<file path="config.mk">
export PLATFORM = sky130hd
export DESIGN_NAME = alu_op_sequencer
export DESIGN_NICKNAME = d
export VERILOG_FILES = /design/src/rtl/alu_seq_pkg.sv /design/src/rtl/alu.sv /design/src/rtl/alu_regfile.sv /design/src/rtl/alu_op_sequencer.sv
export SDC_FILE = /design/constraint.sdc
export NUM_CORES = 1
export LEC_CHECK = 0
export CORE_ASPECT_RATIO = 1.4
export CORE_MARGIN = 2
export CORE_UTILIZATION = 58
export CTS_CLUSTER_DIAMETER = 150
export DETAILED_ROUTE_END_ITERATION = 12
export GPL_TIMING_DRIVEN = 0
export PLACE_DENSITY = 0.86
export SLEW_MARGIN = 20
export SYNTH_ARGS = -nofsm -noshare
export SYNTH_HDL_FRONTEND = slang
export SYNTH_HIERARCHICAL = 1
export SYNTH_SLANG_ARGS = --single-unit
export TNS_END_PERCENT = 30
</file>
<file path="constraint.sdc">
create_clock -name clk -period 4.7 [get_ports clk]
set_input_delay 0.47 -clock clk [delete_from_list [all_inputs] [get_ports clk]]
set_output_delay 0.47 -clock clk [all_outputs]
set_load 0.05 [all_outputs]
</file>
<file path="src/rtl/alu_seq_pkg.sv">
// Shared definitions for the ALU op sequencer: opcodes, FSM states and the
// response flag layout.
package alu_seq_pkg;

    localparam logic [3:0] OP_ADD = 4'd0;
    localparam logic [3:0] OP_SUB = 4'd1;
    localparam logic [3:0] OP_AND = 4'd2;
    localparam logic [3:0] OP_OR  = 4'd3;
    localparam logic [3:0] OP_XOR = 4'd4;
    localparam logic [3:0] OP_NOT = 4'd5;
    localparam logic [3:0] OP_SHL = 4'd6;
    localparam logic [3:0] OP_SHR = 4'd7;
    localparam logic [3:0] OP_LDI = 4'd8;
    localparam logic [3:0] OP_MUL = 4'd9;
    localparam logic [3:0] OP_NOP = 4'd10;

    typedef enum logic [1:0] {
        ST_IDLE,
        ST_EXEC,
        ST_MUL,
        ST_RESP
    } state_t;

    // Field order gives the {V,C,N,Z} bit layout of rsp_flags.
    typedef struct packed {
        logic v;
        logic c;
        logic n;
        logic z;
    } flags_t;

endpackage

</file>
<file path="src/rtl/alu.sv">
// Combinational ALU: eight operations selected by i_sel, carry/borrow on o_c.
module alu
    import alu_seq_pkg::*;
#(
    parameter int nbit = 16
) (
    input  logic [nbit-1:0] i_a,
    input  logic [nbit-1:0] i_b,
    input  logic [2:0]      i_sel,
    input  logic            i_shin,
    output logic [nbit-1:0] o_y,
    output logic            o_c
);

    logic [nbit:0] w_wide;

    // i_shin is the shift distance (0 or 1); vacated bits are zero-filled.
    always_comb begin
        w_wide = '0;
        case (i_sel)
            OP_ADD[2:0]: w_wide = {1'b0, i_a} + {1'b0, i_b};
            OP_SUB[2:0]: w_wide = {1'b0, i_a} - {1'b0, i_b};
            OP_AND[2:0]: w_wide[0] = (|i_a) && (|i_b);
            OP_OR[2:0]:  w_wide[0] = (|i_a) || (|i_b);
            OP_XOR[2:0]: w_wide[nbit-1:0] = i_a ^ i_b;
            OP_NOT[2:0]: w_wide[nbit-1:0] = ~i_a;
            OP_SHL[2:0]: w_wide[nbit-1:0] = i_a << i_shin;
            OP_SHR[2:0]: w_wide[nbit-1:0] = i_a >> i_shin;
            default:     w_wide = '0;
        endcase
    end

    assign o_y = w_wide[nbit-1:0];
    assign o_c = w_wide[nbit];

endmodule

</file>
<file path="src/rtl/alu_regfile.sv">
// 8 x nbit register file: one write port, three combinational read ports,
// asynchronous clear.
module alu_regfile #(
    parameter int nbit = 16
) (
    input  logic            clk,
    input  logic            rst_n,
    input  logic            i_we,
    input  logic [2:0]      i_waddr,
    input  logic [nbit-1:0] i_wdata,
    input  logic [2:0]      i_raddr_a,
    input  logic [2:0]      i_raddr_b,
    input  logic [2:0]      i_raddr_dbg,
    output logic [nbit-1:0] o_rdata_a,
    output logic [nbit-1:0] o_rdata_b,
    output logic [nbit-1:0] o_rdata_dbg
);

    logic [nbit-1:0] r_mem [8];

    always_ff @(posedge clk or negedge rst_n) begin
        if (!rst_n) begin
            for (int unsigned i = 0; i < 8; i++) begin
                r_mem[i] <= '0;
            end
        end else if (i_we) begin
            r_mem[i_waddr] <= i_wdata;
        end
    end

    assign o_rdata_a   = r_mem[i_raddr_a];
    assign o_rdata_b   = r_mem[i_raddr_b];
    assign o_rdata_dbg = r_mem[i_raddr_dbg];

endmodule

</file>
<file path="src/rtl/alu_op_sequencer.sv">
// Command-driven sequencer around one ALU and an 8-entry register file:
// single-cycle ops, shift-add MUL, writeback and a valid/ready response.
module alu_op_sequencer
    import alu_seq_pkg::*;
#(
    parameter int nbit = 16
) (
    input  logic            clk,
    input  logic            rst_n,
    input  logic            cmd_valid,
    output logic            cmd_ready,
    input  logic [3:0]      cmd_op,
    input  logic [2:0]      cmd_rd,
    input  logic [2:0]      cmd_ra,
    input  logic [2:0]      cmd_rb,
    input  logic [nbit-1:0] cmd_imm,
    output logic            rsp_valid,
    input  logic            rsp_ready,
    output logic [nbit-1:0] rsp_data,
    output logic [3:0]      rsp_flags,
    output logic            rsp_err,
    output logic            busy,
    input  logic [2:0]      dbg_addr,
    output logic [nbit-1:0] dbg_data
);

    localparam int unsigned CW = $clog2(nbit) + 1;

    state_t          r_state;
    state_t          w_state_nxt;

    logic [3:0]      r_op;
    logic [2:0]      r_rd;
    logic [nbit-1:0] r_imm;
    logic [nbit-1:0] r_a;
    logic [nbit-1:0] r_b;
    logic [nbit-1:0] r_acc;
    logic [CW-1:0]   r_cnt;
    logic [nbit-1:0] r_rsp_data;
    flags_t          r_rsp_flags;
    logic            r_rsp_err;

    logic [nbit-1:0] w_rd_a;
    logic [nbit-1:0] w_rd_b;
    logic [nbit-1:0] w_alu_a;
    logic [nbit-1:0] w_alu_b;
    logic [2:0]      w_alu_sel;
    logic [nbit-1:0] w_alu_y;
    logic            w_alu_c;
    logic [nbit-1:0] w_acc_nxt;
    logic            w_accept;
    logic            w_mul_last;
    logic [nbit-1:0] w_res;
    flags_t          w_flags;
    logic            w_err;
    logic            w_res_ok;
    logic            w_c;
    logic            w_v;
    logic            w_wb_en;

    assign w_accept   = cmd_valid && (r_state == ST_IDLE);
    assign w_mul_last = (r_state == ST_MUL) && (r_cnt == CW'(nbit - 1));

    alu_regfile #(.nbit(nbit)) u_regfile (
        .clk         (clk),
        .rst_n       (rst_n),
        .i_we        (w_wb_en),
        .i_waddr     (r_rd),
        .i_wdata     (w_res),
        .i_raddr_a   (cmd_ra),
        .i_raddr_b   (cmd_rb),
        .i_raddr_dbg (dbg_addr),
        .o_rdata_a   (w_rd_a),
        .o_rdata_b   (w_rd_b),
        .o_rdata_dbg (dbg_data)
    );

    // During MUL the ALU adds the multiplicand (held in r_a) to the accumulator.
    always_comb begin
        w_alu_a   = r_a;
        w_alu_b   = r_b;
        w_alu_sel = r_op[2:0];
        if (r_state == ST_MUL) begin
            w_alu_a   = r_acc;
            w_alu_b   = r_a;
            w_alu_sel = OP_ADD[2:0];
        end
    end

    alu #(.nbit(nbit)) u_alu (
        .i_a    (w_alu_a),
        .i_b    (w_alu_b),
        .i_sel  (w_alu_sel),
        .i_shin (1'b1),
        .o_y    (w_alu_y),
        .o_c    (w_alu_c)
    );

    assign w_acc_nxt = r_b[0] ? w_alu_y : r_acc;

    always_comb begin
        w_res    = '0;
        w_err    = 1'b0;
        w_res_ok = 1'b0;
        w_c      = 1'b0;
        w_v      = 1'b0;
        if (r_state == ST_MUL) begin
            w_res    = w_acc_nxt;
            w_res_ok = 1'b1;
        end else begin
            case (r_op)
                OP_ADD: begin
                    w_res    = w_alu_y;
                    w_res_ok = 1'b1;
                    w_c      = w_alu_c;
                    w_v      = (r_a[nbit-1] == r_b[nbit-1]) && (w_alu_y[nbit-1] != r_a[nbit-1]);
                end
                OP_SUB: begin
                    w_res    = w_alu_y;
                    w_res_ok = 1'b1;
                    w_c      = w_alu_c;
                    w_v      = (r_a[nbit-1] != r_b[nbit-1]) && (w_alu_y[nbit-1] != r_a[nbit-1]);
                end
                OP_AND, OP_OR, OP_XOR, OP_NOT, OP_SHL, OP_SHR: begin
                    w_res    = w_alu_y;
                    w_res_ok = 1'b1;
                end
                OP_LDI: begin
                    w_res    = r_imm;
                    w_res_ok = 1'b1;
                end
                OP_NOP, OP_MUL: ;
                default: w_err = 1'b1;
            endcase
        end
        w_flags = '0;
        if (w_res_ok) begin
            w_flags.z = (w_res == '0);
            w_flags.n = w_res[nbit-1];
            w_flags.c = w_c;
            w_flags.v = w_v;
        end
    end

    assign w_wb_en = ((r_state == ST_EXEC) && w_res_ok) || w_mul_last;

    always_ff @(posedge clk or negedge rst_n) begin
        if (!rst_n) begin
            r_state <= ST_IDLE;
        end else begin
            r_state <= w_state_nxt;
        end
    end

    always_comb begin
        w_state_nxt = r_state;
        cmd_ready   = 1'b0;
        rsp_valid   = 1'b0;
        busy        = 1'b1;
        case (r_state)
            ST_IDLE: begin
                cmd_ready = 1'b1;
                busy      = 1'b0;
                if (cmd_valid) begin
                    w_state_nxt = (cmd_op == OP_MUL) ? ST_MUL : ST_EXEC;
                end
            end
            ST_EXEC: w_state_nxt = ST_RESP;
            ST_MUL: begin
                if (w_mul_last) begin
                    w_state_nxt = ST_RESP;
                end
            end
            ST_RESP: begin
                rsp_valid = 1'b1;
                if (rsp_ready) begin
                    w_state_nxt = ST_IDLE;
                end
            end
            default: w_state_nxt = ST_IDLE;
        endcase
    end

    always_ff @(posedge clk or negedge rst_n) begin
        if (!rst_n) begin
            r_op        <= '0;
            r_rd        <= '0;
            r_imm       <= '0;
            r_a         <= '0;
            r_b         <= '0;
            r_acc       <= '0;
            r_cnt       <= '0;
            r_rsp_data  <= '0;
            r_rsp_flags <= '0;
            r_rsp_err   <= 1'b0;
        end else begin
            case (r_state)
                ST_IDLE: begin
                    if (w_accept) begin
                        r_op  <= cmd_op;
                        r_rd  <= cmd_rd;
                        r_imm <= cmd_imm;
                        r_a   <= w_rd_a;
                        r_b   <= w_rd_b;
                        r_acc <= '0;
                        r_cnt <= '0;
                    end
                end
                ST_EXEC: begin
                    r_rsp_data  <= w_res;
                    r_rsp_flags <= w_flags;
                    r_rsp_err   <= w_err;
                end
                ST_MUL: begin
                    r_acc <= w_acc_nxt;
                    r_a   <= r_a << 1;
                    r_b   <= r_b >> 1;
                    r_cnt <= r_cnt + 1'b1;
                    if (w_mul_last) begin
                        r_rsp_data  <= w_res;
                        r_rsp_flags <= w_flags;
                        r_rsp_err   <= 1'b0;
                    end
                end
                default: ;
            endcase
        end
    end

    assign rsp_data  = r_rsp_data;
    assign rsp_flags = r_rsp_flags;
    assign rsp_err   = r_rsp_err;

endmodule

</file>
==> impl_metrics.ini <==
[grt]
antenna_found_initial = 0
grt_pass1_vias = 14100
track_usage_pct = 37.2
grt_pass1_wl_mm = 82.3
grt_start_max_net_pins = 105
grt_remaining_overflow = 0

[synth]
yosys.area.top_type_share_pct = 35.2
syn_area_um2 = 16100
synth_compound_area_share_pct = 12.3
synth.most_common_cell = mux2_2
postSynthAreaPerCell_um2 = 11.3
synth_top_family_by_area = multiplexers
synthMuxAreaShare_pct = 34.4
yosys-top-cells-area = dfrtp_1 (35%), mux2_2 (16%), mux4_1 (14%)
ys.flop_type = dfrtp_1
synth_xor_area_share_pct = 0.272
yosys.area_share.adder_pct = 3.28
synth_largest_area_cell = dfrtp_1
netlist-cell-type-count = 85
ys_top_cells_by_count = mux2_2 (234), dfrtp_1 (227), nand2_1 (149)
synthArstFlopShare_pct = 100
synthCells = 1421
synth-simple-area-share_pct = 9.49
ys_ff_latch = 227
ys_seq_area_share_pct = 35.2
synth_edf_count = 0
yosys_warnings = 6

[drt]
vias_per_cell = 7.22
wl_mm = 54.7
vias = 13800
wire_per_inst_um = 28.5
drtPass1Iterations = 7
remaining_drc_errors = 0
dr.first_iter.drc_count = 1442
antenna_left = 0

[placement]
dpl.cell_count = 1864
io_buffer_count = 68
gp_congestion = 0.988
hpwl_mm = 37.7

[sta]
fin_setup_tns_ns = -0.00600
report.final.slew_viol_count = 0
setup-violations-final = 1
final.setup.worst_slack_ns = -0.00600
skew_ns = 0.00860
worst_pin_slew_ns = 0.934
rsz0062_at_grt = yes
period_share_pct = 100
fmax_mhz = 212
fin_crit_ns = 4.71
hold_violations = 0
max-slew-margin-rel_pct = 37.4
finalHoldWorstSlack_ns = 0.377

[die]
core_area_um2 = 27500
fp.dieW_um = 145
die_y_um = 201
rows = 72
die-area_um2 = 29200
ios = 76
initial_core_util_pct = 58.7

[setup_path]
crit_type = reg -> reg
setup.worst_path.end_class = register
crit_arrival_ns = 5.17
required_ns = 5.16
regToRegStartpoint = r_state[0]
reg2reg_depth = 14
critPathLaunchType = register
critPathMaxFanout = 10
r2r_end = u_regfile/r_mem[45]
r2r_slack_ns = -0.006
critPathLaunch = r_state[0]

[cells_and_area]
nets = 1613
area_growth_syn_to_layout_pct = 16.4
drive_gt1_share_pct = 28.1
finalNonFillerCells = 1916
diodes = 0

[clock_tree]
h-tree-depth = 1
clock_latency_ns = 0.53
numCtsBuffers = 21
clockBufferDepth = 3
cts.clk_slew.worst_paths_ns = 0.07
cts.root.buffer_cell = clkbuf_16
cts_tree = built
clock_sinks = 227

[min_path]
min_path_type = in -> async

[run_status]
status = complete, but fails checks
violations = setup timing

[flow_run]
cap_violations = 0
how the worst max path moves through the flow:
stage,end,depth (start not counted)
6_report,u_regfile/r_mem[45],14
5_1_grt,u_regfile/r_mem[110],20
4_1_cts,rsp_flags[0],18
3_5_place_dp,u_regfile/r_mem[126],19
3_3_place_gp,r_op[3],1
2_1_floorplan,u_regfile/r_mem[110],18
area by class of cell:
class | instances | area, um2
repair buffers | 91 | 918
inverters | 56 | 216
clock inverters | 6 | 83.8
multi-input cells | 1034 | 10100
well taps | 370 | 463
clock buffers | 27 | 588
fillers | 1795 | 8720
plain buffers | 105 | 661
flip-flops and latches | 227 | 5680
state kept, by name, summed over array words and instances, names as in the netlist:
register / cells
r_state: 2
r_a: 16
rsp_data: 16
r_b: 16
r_acc: 16
r_op: 4
r_imm: 16
r_cnt: 5
rsp_flags: 4
r_rd: 3
rsp_err: 1
u_regfile/r_mem: 128
kinds of logic (layout without fill, tap and decap cells):
kind of cell    count (synthesis)  in the layout
other cells                     1              4
flops                         227            227
compound gates                302            302
buf+inv                       163            285
mux                           372            372
xor+xnor                        5              5
fa+ha+maj                      41             41
simple gates                  310            310
worst max-delay path, stage by stage (launching register included):
cell	delay (ns)
dfrtp_1	0.40
inv_2	0.09
ha_4	0.15
buf_8	0.13
buf_12	0.14
clkbuf_1	0.62
nor2b_1	0.17
clkbuf_1	0.27
nor2_1	0.53
nand2_1	0.40
o311a_1	0.44
o21ai_2	0.29
a221oi_1	0.17
a31oi_2	0.55
mux2_4	0.29
cell usage in the layout, fill, tap and decap left out, types with 8 or more instances in the layout:
master / n
mux2_2: 221
nor2b_1: 12
a21boi_0: 16
mux4_2: 13
nor2_1: 51
o21ai_0: 96
inv_1: 48
a31oi_1: 10
nand2_1: 149
buf_4: 27
clkbuf_1: 35
ha_1: 36
nor3_1: 11
o211ai_1: 9
buf_6: 16
nand3_1: 12
buf_1: 13
nand2b_1: 10
dfrtp_1: 227
mux2i_1: 40
a22oi_1: 9
clkbuf_16: 22
buf_2: 23
a221oi_2: 8
mux2_4: 13
mux4_1: 84
clkdlybuf4s50_1: 67
a21oi_1: 42
nor4_1: 14
metal layers:
| layer | vias up | wire length (um) | GRT usage, % |
|---|---|---|---|
| met5 | - | 0 | 0 |
| met4 | 0 | 5290 | 25.9 |
| met3 | 368 | 4950 | 7.64 |
| met2 | 1044 | 26300 | 61.1 |
| met1 | 6749 | 18100 | 42.9 |
| li1 | 5682 | - | - |
repair_timing:
action,CTS,global route
buffers inserted,3,16
pin swaps,7,14
cloned,0,1
endpoints found under the setup margin,131,145
endpoints found under the hold margin,24,0
gates resized for setup,72,47
hold buffers,1,0
per-stage QoR:
stage | utilization (%) | setup WS [ns] | instance area [um2]
finish | 68.3 | -0.00600 | 18800
global route | 68.3 | -0.0860 | 18800
CTS | 67.1 | -0.0701 | 18400
detailed placement | 63.1 | -1.25 | 17300
global placement | 62.9 | -6.05 | 17300
floorplan | - | 0.401 | 16100
Power is not shown: default switching activity piles up to over one toggle a cycle in this logic, so the estimate is an artifact.
